$ cat config.mk
export PLATFORM = sky130hd
export DESIGN_NAME = if_fetch_stage
export DESIGN_NICKNAME = d
export VERILOG_FILES = /design/src/rtl/if_fetch_stage.sv
export SDC_FILE = /design/constraint.sdc
export NUM_CORES = 1
export LEC_CHECK = 0
export CAP_MARGIN = 0
export CORE_UTILIZATION = 46
export DETAILED_ROUTE_END_ITERATION = 7
export GPL_ROUTABILITY_DRIVEN = 0
export HOLD_SLACK_MARGIN = 0.08
export PLACE_DENSITY = 0.81
export SLEW_MARGIN = 20
export SYNTH_ARGS = -nofsm -noshare
export SYNTH_HDL_FRONTEND = slang
export SYNTH_SLANG_ARGS = --single-unit
$ cat constraint.sdc
create_clock -name i_clk -period 2.6 [get_ports i_clk]
set_clock_uncertainty 0.2 [all_clocks]
set_input_delay 0.26 -clock i_clk [delete_from_list [all_inputs] [get_ports i_clk]]
set_output_delay 0.26 -clock i_clk [all_outputs]
set_load 0.03 [all_outputs]
$ cat src/rtl/if_fetch_stage.sv
// Instruction-fetch stage: owns the PC, addresses instruction memory and
// loads the IF/ID pipeline register under stall/flush/redirect/halt control.
//
// state  | meaning
// -------+-----------------------------------------------------------
// BOOT   | single cycle after reset release; bubble into IF/ID, PC holds
// RUN    | normal fetch, redirect > stall > halt > advance
// HALTED | PC frozen, IF/ID bubbles each cycle; only redirect/reset exit
module if_fetch_stage #(
    parameter logic [31:0] P_RESET_VECTOR = 32'h0000_0000,
    parameter logic [31:0] P_NOP          = 32'h0000_0013
) (
    input  logic        i_clk,
    input  logic        i_rst,
    input  logic        i_stall,
    input  logic        i_flush,
    input  logic        i_redirect,
    input  logic [31:0] i_target,
    input  logic        i_halt,
    input  logic [31:0] i_instr,
    output logic [31:0] o_imem_adr,
    output logic [31:0] o_id_instr,
    output logic [31:0] o_id_pc,
    output logic [31:0] o_id_pc_plus4,
    output logic        o_id_valid,
    output logic        o_misaligned,
    output logic        o_halted
);

    typedef enum logic [1:0] {
        S_BOOT   = 2'd0,
        S_RUN    = 2'd1,
        S_HALTED = 2'd2
    } state_t;

    state_t      state_q, state_d;
    logic [31:0] pc_q, pc_d;
    logic [31:0] pc_plus4;
    logic [31:0] target_aligned;
    logic [31:0] id_instr_d, id_pc_d, id_pc_plus4_d;
    logic        id_valid_d;
    logic        misaligned_d;

    assign pc_plus4       = pc_q + 32'd4;
    assign target_aligned = {i_target[31:2], 2'b00};

    always_ff @(posedge i_clk) begin
        if (i_rst) begin
            state_q       <= S_BOOT;
            pc_q          <= {P_RESET_VECTOR[31:2], 2'b00};
            o_id_instr    <= P_NOP;
            o_id_pc       <= 32'd0;
            o_id_pc_plus4 <= 32'd0;
            o_id_valid    <= 1'b0;
            o_misaligned  <= 1'b0;
        end else begin
            state_q       <= state_d;
            pc_q          <= pc_d;
            o_id_instr    <= id_instr_d;
            o_id_pc       <= id_pc_d;
            o_id_pc_plus4 <= id_pc_plus4_d;
            o_id_valid    <= id_valid_d;
            o_misaligned  <= misaligned_d;
        end
    end

    always_comb begin
        state_d       = state_q;
        pc_d          = pc_q;
        id_instr_d    = o_id_instr;
        id_pc_d       = o_id_pc;
        id_pc_plus4_d = o_id_pc_plus4;
        id_valid_d    = o_id_valid;
        misaligned_d  = 1'b0;

        unique case (state_q)
            S_BOOT: begin
                id_instr_d = P_NOP;
                id_valid_d = 1'b0;
                state_d    = S_RUN;
            end
            S_RUN: begin
                if (i_redirect) begin
                    pc_d         = target_aligned;
                    id_instr_d   = P_NOP;
                    id_valid_d   = 1'b0;
                    misaligned_d = |i_target[1:0];
                end else if (i_stall) begin
                    if (i_flush) begin
                        id_instr_d = P_NOP;
                        id_valid_d = 1'b0;
                    end
                end else if (i_halt) begin
                    state_d    = S_HALTED;
                    id_instr_d = P_NOP;
                    id_valid_d = 1'b0;
                end else begin
                    pc_d = pc_plus4;
                    if (i_flush) begin
                        id_instr_d = P_NOP;
                        id_valid_d = 1'b0;
                    end else begin
                        id_instr_d    = i_instr;
                        id_pc_d       = pc_q;
                        id_pc_plus4_d = pc_plus4;
                        id_valid_d    = 1'b1;
                    end
                end
            end
            S_HALTED: begin
                id_instr_d = P_NOP;
                id_valid_d = 1'b0;
                if (i_redirect) begin
                    state_d      = S_RUN;
                    pc_d         = target_aligned;
                    misaligned_d = |i_target[1:0];
                end
            end
            default: begin
                state_d    = S_BOOT;
                id_instr_d = P_NOP;
                id_valid_d = 1'b0;
            end
        endcase
    end

    // PC is a plain register, so memory address never sees input glitches.
    assign o_imem_adr = pc_q;
    assign o_halted   = (state_q == S_HALTED);

endmodule

==> results of run 1 <==
[sequential cells by signal, indices dropped and copies added, names as in the netlist]
register	flops
o_id_valid	1
o_id_instr	32
o_id_pc_plus4	30
o_misaligned	1
state_q	2
o_id_pc	30
o_imem_adr	30
[cells in the mapped netlist, types with 3 or more instances]
master / instances
a32oi_1: 13
nand4_2: 3
nor4_1: 4
a31oi_1: 5
a22oi_1: 32
buf_4: 15
nor2_1: 77
nand3_1: 17
o211ai_1: 5
nand4_1: 9
o22ai_1: 5
a32o_1: 3
o31ai_1: 4
nand2b_1: 9
or3_1: 7
a211oi_1: 16
and4_1: 5
inv_1: 4
nor3_1: 7
a22o_1: 4
a21oi_1: 55
xor2_1: 15
buf_2: 12
clkbuf_1: 30
ha_1: 4
nand2_1: 101
clkbuf_2: 4
buf_1: 3
clkbuf_8: 5
or4_1: 5
xnor2_1: 9
or2_2: 3
and3_1: 3
nand3_2: 4
o21ai_0: 24
dfxtp_1: 126
and2_1: 3
[layer usage]
| metal | share of wire, % | vias up | GRT usage [%] | routed length, um |
|---|---|---|---|---|
| met5 | 0 | - | 0 | 0 |
| met4 | 2.3 | 0 | 12.7 | 418 |
| met3 | 7.3 | 36 | 6.83 | 1300 |
| met2 | 50 | 276 | 46.7 | 8880 |
| met1 | 41 | 2832 | 33.5 | 7270 |
| li1 | - | 2805 | - | - |
[kinds of logic (layout without fill, tap and decap cells)]
logic type	after synthesis	count (layout)	share of synthesized area (%)
mux	1	1	0.173
buf+inv	76	273	7.64
simple gates	269	269	22.8
xor+xnor	24	24	3.63
other cells	1	6	0.0647
fa+ha+maj	4	4	0.864
compound gates	185	185	21.3
flops	126	126	43.5
[cell type report]
type,count,area share [%]
sequential,126,29.5
tap,168,2.45
clock buffer,20,5.45
multi-input combinational,489,33.5
clock inverter,12,1.93
inverter,4,0.175
timing repair buffer,237,27.0
[power breakdown]
| part | total (mW) | internal [mW] | switching [mW] |
|---|---|---|---|
| clock network | 2.53 | 1.67 | 0.862 |
| registers | 2.07 | 1.99 | 0.0780 |
| logic | 0.755 | 0.338 | 0.417 |
| total | 5.35 | 3.99 | 1.36 |
[final timing paths]
| path | end | slack (ps) | depth (start not counted) |
|---|---|---|---|
| max | o_halted | 200 | 4 |
| min | o_imem_adr[3] | 220 | 3 |
| min reg2reg | o_id_pc[19] | 250 | 2 |
| max reg2reg | o_id_pc_plus4[24] | 220 | 7 |
[what timing repair did]
item,in CTS,in global routing
resized for setup,0,1
setup endpoints to repair,0,1
hold buffers,1,0
hold endpoints to repair,1,0
[tightest hold or removal path, cell delays in order]
cell and delay (ps):
clkdlybuf4s50_1 400, nand2_1 50, a311oi_1 80
[metrics by stage]
| stage | hold WS, ps | power, mW | worst slack [ps] |
|---|---|---|---|
| floorplan | 205 | 2.52 | 179 |
| global placement | 242 | 2.83 | 270 |
| detailed placement | 246 | 2.85 | 222 |
| CTS | 212 | 5.37 | 203 |
| global route | 250 | 5.53 | 68.4 |
| finish | 219 | 5.35 | 198 |
==> results_dict.tcl, run 1 <==
set metrics [dict create \
    critPathLaunch "state_q[0]" \
    drt-initial-drc-count 470 \
    synth-seq-cells 126 \
    clock_sinks 126 \
    wl_per_cell_um 16.9 \
    finalSetupViolations 0 \
    place_inst 1023 \
    die_x_um 114 \
    critPathBufInv 3 \
    async_reset_ff_share_pct 0 \
    htreeDepth 4 \
    tns_ps 0 \
    placed_area_um2 7920 \
    cts_tree "done" \
    initial_core_util_pct 47.7 \
    multi_input_area_um2 2870 \
    core_um2 12200 \
    p_leak_nw 2.99 \
    fin_crit_sh_pct 92.4 \
    postRouteAntennaNets 0 \
    die_y_um 114 \
    rr_startpoint "o_imem_adr[2]" \
    io_pins 201 \
    cp_max_fo 6 \
    routed-via-count 5949 \
    final_cell_mix "193 x clkdlybuf4s50_1, 126 x dfxtp_1, 101 x nand2_1" \
    grt_pass1_wl_um 28400 \
    gr-usage-all-layers_pct 27.8 \
    nets 949 \
    postCtsSetupRepairBufs 0 \
    crit_required_ps 2140 \
    synth-seq-area-share_pct 43.5 \
    first_pass_iters 5 \
    fin_area_um2 8560 \
    max-cap-violations 0 \
    slew_headroom_pct 61.3 \
    final_max_slew_viol_count 0 \
    routed_wl_um 17900 \
    final_layout_size_suffix_gt1_share_pct 11.5 \
    dp_hpwl_um 12600 \
    clk_pin_slew_ps 50 \
    synth_area_um2 5800 \
    synthCells 686 \
    die-area_um2 13100 \
    n_antenna_cell 0 \
    cts_made_buffers 17 \
    port_buffers 194 \
    crit_path_top_delay_cell "clkdlybuf4s50_1" \
    synth.distinct_cells 63 \
    crit_chain "inv_1 -> ha_1 -> buf_4 -> clkdlybuf4s50_1" \
    antenna_found_initial 0 \
    rows 40 \
    nFillCells 921 \
    max-vdd-ir-drop_uv 431 \
    final_common_cell "clkdlybuf4s50_1" \
    ys_warn_count 0 \
    period_needed_ps 2400 \
    min-delay-start "i_target[3]" \
    fmax_ghz 0.416 \
    synthToLayoutAreaGrowth_pct 47.8 \
    crit_path_end_kind "primary output" \
    final-hold-violation-count 0 \
    clk_path_buf_depth 2 \
    insertion_delay_ps 430 \
    worstMarginPinSlew_ps 580 \
    cpLargestDelayFamily "buffers and inverters" \
    grt_max_degree 45 \
    routed_via_density 5.63 \
    layout.cells.non_filler 1056 \
    yosys.area.top_type "dfxtp_1" \
    final_core_util_pct 70.4 \
    slowest_delay_ps 680 \
    hold_class "in -> reg" \
    grt_pass1_vias 5657 \
    critical_path_class "reg -> out" \
    drc 0 \
    synth_area_leaders "dfxtp_1 44%, nand2_1 6.5%, nor2_1 5.0%" \
    outcome "complete, no violations" \
    clockRootBuffer "clkbuf_16" \
    synthFlopType "dfxtp_1" \
    grt_setup_unrepaired "false" \
    start_kind "flop" \
    syn_avg_cell_area_um2 8.45 \
    synth-edff-count 0 \
    crit_arrival_ps 1940 \
    grt_overflow_total 0 \
    synth_top_area_share_pct 43.5 \
    regArea_um2 2520 \
    powerDensity_nw_per_um2 625 \
]
Power figures use the tool's default switching activity.
==> run 2: changes to the inputs <==
- ABC_CLOCK_PERIOD_IN_PS: default -> 2600
- SLEW_MARGIN: 20 -> default
==> results of run 2 <==
The final DEF is identical to that of run 1; final timing and power are the same.
